## src/rtl/lsu_bridge_if.sv

```systemverilog
// CPU request/response and word-memory signal bundle for the load/store bridge.
// The bridge takes the slave modport; the CPU/memory side takes the master modport.
interface lsu_bridge_if #(
  parameter int unsigned AW = 10
);
  logic          req_valid;
  logic          req_ready;
  logic          req_we;
  logic [1:0]    req_size;
  logic          req_unsigned;
  logic [31:0]   req_addr;
  logic [31:0]   req_wdata;
  logic          rsp_valid;
  logic [31:0]   rsp_rdata;
  logic          rsp_err;
  logic          mem_we;
  logic [AW-1:0] mem_addr;
  logic [31:0]   mem_din;
  logic [31:0]   mem_dout;

  modport slave (
    input  req_valid, req_we, req_size, req_unsigned, req_addr, req_wdata, mem_dout,
    output req_ready, rsp_valid, rsp_rdata, rsp_err, mem_we, mem_addr, mem_din
  );

  modport master (
    output req_valid, req_we, req_size, req_unsigned, req_addr, req_wdata, mem_dout,
    input  req_ready, rsp_valid, rsp_rdata, rsp_err, mem_we, mem_addr, mem_din
  );
endinterface

```

## src/rtl/lsu_bridge.sv

```systemverilog
// Byte/half/word load-store bridge onto a word-only memory with a registered read address.
// Sub-word stores are a read-modify-write; misaligned requests return an error response.
module lsu_bridge #(
  parameter int unsigned AW = 10
) (
  input  logic        i_clk,
  input  logic        i_rst,
  lsu_bridge_if.slave io_bus
);

  typedef enum logic [1:0] {StIdle, StLd, StRmw} state_e;

  state_e        r_state, w_state_next;
  logic [AW-1:0] r_waddr, w_waddr_next;
  logic [1:0]    r_off, w_off_next;
  logic [1:0]    r_size, w_size_next;
  logic          r_unsigned, w_unsigned_next;
  logic [15:0]   r_wdata, w_wdata_next;
  logic          r_rsp_valid, w_rsp_valid_next;
  logic [31:0]   r_rsp_rdata, w_rsp_rdata_next;
  logic          r_rsp_err, w_rsp_err_next;

  logic          w_ready, w_accept, w_misalign;
  logic          w_mem_we;
  logic [AW-1:0] w_mem_addr;
  logic [31:0]   w_mem_din;
  logic [31:0]   w_shift, w_load, w_merge;
  logic [7:0]    w_byte;
  logic [15:0]   w_half;
  logic [4:0]    w_bitoff;
  logic          w_unused_addr;

  assign w_unused_addr = ^io_bus.req_addr[31:AW+2];

  assign w_ready    = (r_state == StIdle) & ~i_rst;
  assign w_accept   = io_bus.req_valid & w_ready;
  assign w_misalign = (io_bus.req_size == 2'b11) ||
                      (io_bus.req_size == 2'b01 && io_bus.req_addr[0]) ||
                      (io_bus.req_size == 2'b10 && io_bus.req_addr[1:0] != 2'b00);

  // Lane extraction and merge both work on the captured byte offset.
  assign w_bitoff = {r_off, 3'b000};
  assign w_shift  = io_bus.mem_dout >> w_bitoff;
  assign w_byte   = w_shift[7:0];
  assign w_half   = r_off[1] ? io_bus.mem_dout[31:16] : io_bus.mem_dout[15:0];

  always_comb begin
    w_load  = io_bus.mem_dout;
    w_merge = io_bus.mem_dout;
    if (r_size == 2'b00) begin
      w_load  = {{24{~r_unsigned & w_byte[7]}}, w_byte};
      w_merge = (io_bus.mem_dout & ~(32'h0000_00FF << w_bitoff)) |
                ({24'h0, r_wdata[7:0]} << w_bitoff);
    end else if (r_size == 2'b01) begin
      w_load  = {{16{~r_unsigned & w_half[15]}}, w_half};
      w_merge = r_off[1] ? {r_wdata, io_bus.mem_dout[15:0]} : {io_bus.mem_dout[31:16], r_wdata};
    end
  end

  always_comb begin
    w_state_next     = r_state;
    w_waddr_next     = r_waddr;
    w_off_next       = r_off;
    w_size_next      = r_size;
    w_unsigned_next  = r_unsigned;
    w_wdata_next     = r_wdata;
    w_rsp_valid_next = 1'b0;
    w_rsp_rdata_next = r_rsp_rdata;
    w_rsp_err_next   = r_rsp_err;
    w_mem_we         = 1'b0;
    w_mem_addr       = '0;
    w_mem_din        = '0;
    unique case (r_state)
      StIdle: begin
        w_mem_addr = io_bus.req_addr[AW+1:2];
        if (w_accept) begin
          if (w_misalign) begin
            w_rsp_valid_next = 1'b1;
            w_rsp_rdata_next = '0;
            w_rsp_err_next   = 1'b1;
          end else if (io_bus.req_we && io_bus.req_size == 2'b10) begin
            w_mem_we         = 1'b1;
            w_mem_din        = io_bus.req_wdata;
            w_rsp_valid_next = 1'b1;
            w_rsp_rdata_next = '0;
            w_rsp_err_next   = 1'b0;
          end else begin
            w_waddr_next    = io_bus.req_addr[AW+1:2];
            w_off_next      = io_bus.req_addr[1:0];
            w_size_next     = io_bus.req_size;
            w_unsigned_next = io_bus.req_unsigned;
            w_wdata_next    = io_bus.req_wdata[15:0];
            w_state_next    = io_bus.req_we ? StRmw : StLd;
          end
        end
      end
      StLd: begin
        w_mem_addr       = r_waddr;
        w_rsp_valid_next = 1'b1;
        w_rsp_rdata_next = w_load;
        w_rsp_err_next   = 1'b0;
        w_state_next     = StIdle;
      end
      StRmw: begin
        w_mem_addr       = r_waddr;
        w_mem_we         = 1'b1;
        w_mem_din        = w_merge;
        w_rsp_valid_next = 1'b1;
        w_rsp_rdata_next = '0;
        w_rsp_err_next   = 1'b0;
        w_state_next     = StIdle;
      end
      default: w_state_next = StIdle;
    endcase
  end

  always_ff @(posedge i_clk or posedge i_rst) begin
    if (i_rst) begin
      r_state     <= StIdle;
      r_waddr     <= '0;
      r_off       <= '0;
      r_size      <= '0;
      r_unsigned  <= 1'b0;
      r_wdata     <= '0;
      r_rsp_valid <= 1'b0;
      r_rsp_rdata <= '0;
      r_rsp_err   <= 1'b0;
    end else begin
      r_state     <= w_state_next;
      r_waddr     <= w_waddr_next;
      r_off       <= w_off_next;
      r_size      <= w_size_next;
      r_unsigned  <= w_unsigned_next;
      r_wdata     <= w_wdata_next;
      r_rsp_valid <= w_rsp_valid_next;
      r_rsp_rdata <= w_rsp_rdata_next;
      r_rsp_err   <= w_rsp_err_next;
    end
  end

  // Memory-side outputs are forced quiet while reset is held, including the IDLE address path.
  assign io_bus.req_ready = w_ready;
  assign io_bus.mem_we    = w_mem_we & ~i_rst;
  assign io_bus.mem_addr  = i_rst ? '0 : w_mem_addr;
  assign io_bus.mem_din   = i_rst ? '0 : w_mem_din;
  assign io_bus.rsp_valid = r_rsp_valid;
  assign io_bus.rsp_rdata = r_rsp_rdata;
  assign io_bus.rsp_err   = r_rsp_err;

endmodule
```

## src/flat_wrapper.sv

```systemverilog
// flat-port wrapper written by rule: the top's interface ports become plain ports
module lsu_bridge_flat 
#(
  parameter int unsigned AW = 10
)
  (i_clk, i_rst, io_bus_req_valid, io_bus_req_we, io_bus_req_size, io_bus_req_unsigned, io_bus_req_addr, io_bus_req_wdata, io_bus_mem_dout, io_bus_req_ready, io_bus_rsp_valid, io_bus_rsp_rdata, io_bus_rsp_err, io_bus_mem_we, io_bus_mem_addr, io_bus_mem_din);
  lsu_bridge_if #(.AW(AW)) io_bus_i ();
  input  logic i_clk;
  input  logic i_rst;
  input wire logic [$bits(io_bus_i.req_valid)-1:0] io_bus_req_valid;
  input wire logic [$bits(io_bus_i.req_we)-1:0] io_bus_req_we;
  input wire logic [$bits(io_bus_i.req_size)-1:0] io_bus_req_size;
  input wire logic [$bits(io_bus_i.req_unsigned)-1:0] io_bus_req_unsigned;
  input wire logic [$bits(io_bus_i.req_addr)-1:0] io_bus_req_addr;
  input wire logic [$bits(io_bus_i.req_wdata)-1:0] io_bus_req_wdata;
  input wire logic [$bits(io_bus_i.mem_dout)-1:0] io_bus_mem_dout;
  output wire logic [$bits(io_bus_i.req_ready)-1:0] io_bus_req_ready;
  output wire logic [$bits(io_bus_i.rsp_valid)-1:0] io_bus_rsp_valid;
  output wire logic [$bits(io_bus_i.rsp_rdata)-1:0] io_bus_rsp_rdata;
  output wire logic [$bits(io_bus_i.rsp_err)-1:0] io_bus_rsp_err;
  output wire logic [$bits(io_bus_i.mem_we)-1:0] io_bus_mem_we;
  output wire logic [$bits(io_bus_i.mem_addr)-1:0] io_bus_mem_addr;
  output wire logic [$bits(io_bus_i.mem_din)-1:0] io_bus_mem_din;
  assign io_bus_i.req_valid = io_bus_req_valid;
  assign io_bus_i.req_we = io_bus_req_we;
  assign io_bus_i.req_size = io_bus_req_size;
  assign io_bus_i.req_unsigned = io_bus_req_unsigned;
  assign io_bus_i.req_addr = io_bus_req_addr;
  assign io_bus_i.req_wdata = io_bus_req_wdata;
  assign io_bus_i.mem_dout = io_bus_mem_dout;
  assign io_bus_req_ready = io_bus_i.req_ready;
  assign io_bus_rsp_valid = io_bus_i.rsp_valid;
  assign io_bus_rsp_rdata = io_bus_i.rsp_rdata;
  assign io_bus_rsp_err = io_bus_i.rsp_err;
  assign io_bus_mem_we = io_bus_i.mem_we;
  assign io_bus_mem_addr = io_bus_i.mem_addr;
  assign io_bus_mem_din = io_bus_i.mem_din;
  lsu_bridge #(.AW(AW)) u_core (.i_clk(i_clk), .i_rst(i_rst), .io_bus(io_bus_i));
endmodule
```

## config.mk

```make
export PLATFORM = sky130hd
export DESIGN_NAME = lsu_bridge_flat
export DESIGN_NICKNAME = d
export VERILOG_FILES = /design/src/rtl/lsu_bridge_if.sv /design/src/rtl/lsu_bridge.sv /design/src/flat_wrapper.sv
export SDC_FILE = /design/constraint.sdc
export NUM_CORES = 1
export LEC_CHECK = 0
export ABC_AREA = 1
export ABC_CLOCK_PERIOD_IN_PS = 4900
export CORE_AREA = 2 2 101 112
export CTS_CLUSTER_DIAMETER = 120
export CTS_CLUSTER_SIZE = 28
export DETAILED_ROUTE_END_ITERATION = 8
export DIE_AREA = 0 0 103 114
export PLACE_DENSITY = 0.86
export SYNTH_ARGS = -nofsm -noshare
export SYNTH_HDL_FRONTEND = slang
export SYNTH_SLANG_ARGS = --single-unit
```

## constraint.sdc

```tcl
create_clock -name i_clk -period 4.9 [get_ports i_clk]
set_input_delay 0.735 -clock i_clk [delete_from_list [all_inputs] [get_ports i_clk]]
set_output_delay 0.735 -clock i_clk [all_outputs]
set_load 0.05 [all_outputs]
```

# --- Word level (Yosys, flattened, before mapping) ---
# Index checks and enable logic that the tools add are counted.
totals:
  wordCells: 82
  register_bits: 67
  out_inout_bits: 78
  input_bits: 103
op_classes:
  muxes: 33
  shift: 3
  n_reduce_logical: 15
  bitwise_logic: 12
  n_eq_ne: 10
op_table:
  columns: ["cell", "count"]
  rows:
  - ["32-bit two-way mux", 12]
  - ["32-bit case mux with 3 select lines", 1]
  - ["32-bit case mux with 2 select lines", 1]
  - ["32-bit bitwise AND", 1]
  - ["32-bit NOT", 1]
  - ["32-bit bitwise OR", 1]
  - ["8-bit by 5-bit left shift with 32-bit output", 1]
  - ["8-bit by 5-bit left shift with 32-bit output (first input constant)", 1]
  - ["32-bit by 5-bit right shift with 8-bit output", 1]
  - ["10-bit case mux with 2 select lines", 1]
  - ["16-bit two-way mux", 1]
  - ["10-bit two-way mux", 1]
  - ["2-bit two-way mux", 5]
  - ["3-bit AND reduction", 3]
  - ["1-bit two-way mux", 8]
  - ["2-bit by 1-bit equality test with 1-bit output (second input constant)", 3]
  - ["2-bit equality test (second input constant)", 3]
  - ["1-bit case mux with 2 select lines", 3]
  - ["1-bit bitwise AND", 5]
  - ["2-bit zero test", 2]
  - ["2-bit inequality test (second input constant)", 2]
  - ["1-bit NOT", 4]
  - ["4-bit AND reduction", 1]
  - ["2-bit nonzero test", 2]
  - ["6 further kinds", 9]

# --- Depth between registers and ports, before layout ---
logic_depth:
  word_depth: 8
  mapped_depth: 11
  depth_no_buf: 9

# --- Least setup slack after synthesis ---
# No wires, ideal clock.
synth_path:
  kind: "in2out"
  from: "input i_rst"
  to: "output io_bus_mem_addr[0]"
  path_buffers: 1
  arrival_time_ns: 3.720
  setup_slack_ns: 0.445
  cell_stages: 4
  t_required_ns: 4.165
  path_cell_list: "buf_2 -> inv_1 -> nand2_1 -> a21oi_1"
synth_between:
  elab_chain_len: 1
synth_rtl:
  columns: ["item", "line_no", "source"]
  rows:
  - ["start: declaration", "flat_wrapper.sv:9", "input logic i_rst;"]
  - ["10-bit two-way mux", "lsu_bridge.sv:144", "assign io_bus.mem_addr = i_rst ? '0 : w_mem_addr;"]
  - ["end: declaration", "flat_wrapper.sv:22", "output wire logic [$bits(io_bus_i.mem_addr)-1:0] io_bus_mem_addr;"]
# Every way passes these cells.

# --- Worst setup path after layout ---
layout_path:
  from: "register u_core.r_state[1]"
  to: "output io_bus_mem_din[15]"
layout_between:
  elab_chain_len: 6
layout_rtl:
  columns: ["item", "line_no", "source"]
  rows:
  - ["start: declaration", "lsu_bridge.sv:13", "state_e r_state, w_state_next;"]
  - ["start signal: assignment", "lsu_bridge.sv:119", "r_state <= StIdle;"]
  - ["start signal: assignment", "lsu_bridge.sv:129", "r_state <= w_state_next;"]
  - ["2-bit zero test", "lsu_bridge.sv:35, lsu_bridge.sv:73", null]
  - ["1-bit bitwise AND", "lsu_bridge.sv:35", "assign w_ready = (r_state == StIdle) & ~i_rst;"]
  - ["1-bit bitwise AND", "lsu_bridge.sv:36", "assign w_accept = io_bus.req_valid & w_ready;"]
  - ["32-bit two-way mux", "lsu_bridge.sv:76", "if (w_accept) begin"]
  - ["32-bit case mux with 2 select lines (*)", "lsu_bridge.sv:73", "unique case (r_state)"]
  - ["32-bit two-way mux (*)", "lsu_bridge.sv:145", "assign io_bus.mem_din = i_rst ? '0 : w_mem_din;"]
  - ["end: declaration", "flat_wrapper.sv:23", "output wire logic [$bits(io_bus_i.mem_din)-1:0] io_bus_mem_din;"]
# Every way passes the cells marked *; elsewhere a longest branch is shown, timed or not.

==> results.py <==
metrics = {
    "worst_setup_path": {
        "crit_start": "u_core.r_state[1]",
        "required_ns": 4.16,
        "worstReg2RegStart": "u_core.r_state[1]",
        "worstSetupPathType": "reg2out",
        "crit_fanout": 33,
        "critPathCaptureType": "output port",
        "start_kind": "flip-flop",
        "reg2reg_to": "u_core.r_state[0]",
        "rrSetupSlack_ns": 1.87,
        "reg2regPathDepth": 7,
        "arrival_ns": 3.14,
    },
    "clock_tree": {
        "clock-sinks": 67,
        "clockBufferDepth": 2,
        "cts_resized": 0,
        "clk_pin_slew_ns": 0.06,
        "cts_tree": "yes",
        "numCtsBuffers": 9,
        "post_cts_buffers": 0,
        "htree_levels": 3,
        "root_buffer": "clkbuf_16",
        "ctsHoldBuffers": 0,
        "clock_latency_ns": 0.34,
    },
    "cells_and_area": {
        "nets": 1072,
        "final_layout_size_suffix_gt1_share_pct": 7.53,
        "final_core_util_pct": 65.0,
        "insertedDiodeCount": 0,
        "area_growth_pct": 34.0,
    },
    "power_and_ir_drop": {
        "finalPower_mw": 4.14,
        "powerDensity_nw_per_um2": 595,
        "power_leakage_nw": 3.32,
        "irDropWorstVdd_v": 0.000381,
    },
    "timing": {
        "hold_violations": 0,
        "fmax_mhz": 258,
        "setup_viol": 0,
        "min_period_ns": 3.88,
        "period_share_pct": 79.1,
        "slew_viol_final": 0,
        "slew_headroom_pct": 13.5,
        "fin_ws_ns": 1.02,
        "tns_ns": 0,
        "finClkSkew_ns": 0.00668,
        "rsz0062_at_grt": "false",
        "worstMarginPinSlew_ns": 1.30,
    },
    "routing": {
        "post_drt_wl_per_cell_um": 15.5,
        "drt_iter0_markers": 681,
        "num_vias": 6163,
        "dr.pass1.iters": 6,
        "drc": 0,
        "drt_wl_total_mm": 17.3,
        "antenna_left": 0,
        "routed_via_density": 5.52,
    },
    "synthesis": {
        "synth_top_area_share_pct": 32.3,
        "postSynthCellCount": 848,
        "synth_commonest_cells": "nand2_1, nand3_1, dfrtp_1, inv_1, a21oi_1",
        "ys.flop_type": "dfrtp_1",
        "syn_avg_cell_area_um2": 6.12,
        "ys_seq_elements": 67,
        "yosys_warnings": 0,
        "ys_types": 24,
        "synthArstFlopShare_pct": 100,
        "synth.cell_area_um2": 5190,
        "syn-num-nets": 955,
        "synthMostInstantiatedCell": "nand2_1",
        "synth_edf_count": 0,
        "synth.yosys.seq_area_share_pct": 32.3,
        "synthTopCellsByArea": "dfrtp_1, nand2_1, nand3_1",
        "synth_top_cell_by_area": "dfrtp_1",
    },
    "run": {
        "maxCapViolations": 0,
    },
    "min_path": {
        "min_from": "u_core.io_bus.rsp_rdata[2]",
        "hold_path_end": "u_core.io_bus.rsp_rdata[2]",
        "hold_class": "reg2reg",
        "hold_depth": 2,
    },
    "status": {
        "status": "finished clean",
    },
    "global_route": {
        "grtUsageTotal_pct": 29.7,
        "grt_antenna_before_repair": 0,
        "grt_pass1_wl_mm": 27.5,
        "grt_overflow_total": 0,
        "grt_pass1_vias": 5499,
        "grt_max_degree": 68,
    },
    "floorplanning": {
        "die-area_um2": 11700,
        "start_util_pct": 48.5,
        "rows": 40,
        "pin_count": 181,
        "core_area_um2": 10700,
        "die_h_um": 114,
        "die_width_um": 103,
    },
    "placed_design": {
        "gp_congestion": 0.937,
        "pre_cts_ws_ns": 1.26,
        "hpwl_mm": 12.0,
        "io_buffers": 160,
    },
}
[where the power goes]
part / leakage (nW) / internal (mW) / switching [mW]
clock: 0.145 / 0.407 / 0.255
combinational: 2.30 / 0.757 / 1.72
sequential: 0.874 / 0.766 / 0.238
total: 3.32 / 1.93 / 2.21
[layout make-up]
class / count / area, um^2
repair buffers: 165 / 1590
flip-flops and latches: 67 / 1680
fillers: 1021 / 3750
multi-input cells: 657 / 2960
clock buffers: 10 / 239
clock inverters: 6 / 63.8
well taps: 147 / 184
inverters: 65 / 244
[flip-flops by register name, indices dropped and copies added (netlist names)]
register,count
u_core.io_bus.rsp_rdata,32
u_core.r_off,2
u_core.r_waddr,10
u_core.r_unsigned,1
u_core.io_bus.rsp_err,1
u_core.io_bus.rsp_valid,1
u_core.r_state,2
u_core.r_size,2
u_core.r_wdata,16
[critical path, stage by stage (launching register included)]
cell	delay, ns
dfrtp_1	0.42
inv_1	0.10
ha_1	0.52
inv_2	0.14
nor3_4	0.27
nand2_2	0.10
nor2_4	0.58
nand2_1	0.10
a21oi_1	0.38
buf_12	0.19
[cells in the final DEF (no fill, tap or decap), drive strengths merged]
cell	synthesis	layout
a21oi	45	45
buf	43	38
bufinv	0	1
clkbuf	16	10
clkdlybuf4s50	0	127
clkinv	0	2
clkinvlp	0	2
dfrtp	67	67
ha	4	4
inv	65	66
nand2	364	364
nand3	102	102
nand4	31	31
nor2	44	44
nor3	1	1
o211ai	16	16
o21a	1	1
o21ai	49	49
[cells by family after synthesis]
family,share of synthesized area (%)
adder cells (fa/ha/maj),0.964
AND/OR/NAND/NOR,44.4
AO/OA/AOI/OAI,11.6
flip-flops,32.3
buffers and inverters,10.8
[worst max-delay path by stage]
stage                          to  cells past startpoint
2_1_floorplan  io_bus_mem_addr[0]                      4
3_3_place_gp   io_bus_mem_addr[1]                      6
3_5_place_dp   io_bus_mem_din[15]                      9
4_1_cts        io_bus_mem_din[15]                      9
5_1_grt        io_bus_mem_din[15]                      9
6_report       io_bus_mem_din[15]                      9
[stage by stage]
stage               cells  hold WS [ns]  instance area (um^2)
CTS                  1117         0.481                  6960
finish               1117         0.476                  6960
global route         1117         0.498                  6960
global placement     1101         0.463                  6660
floorplan             848         0.453                  5190
detailed placement   1101         0.465                  6660
[routing by layer]
metal,vias up,track usage (%),part of all wire (%)
met5,-,0,0
met4,0,11.9,3.3
met3,53,5.09,11
met2,359,46.5,46
met1,2788,40.6,39
li1,2963,-,-
(Power assumes the default switching activity.)
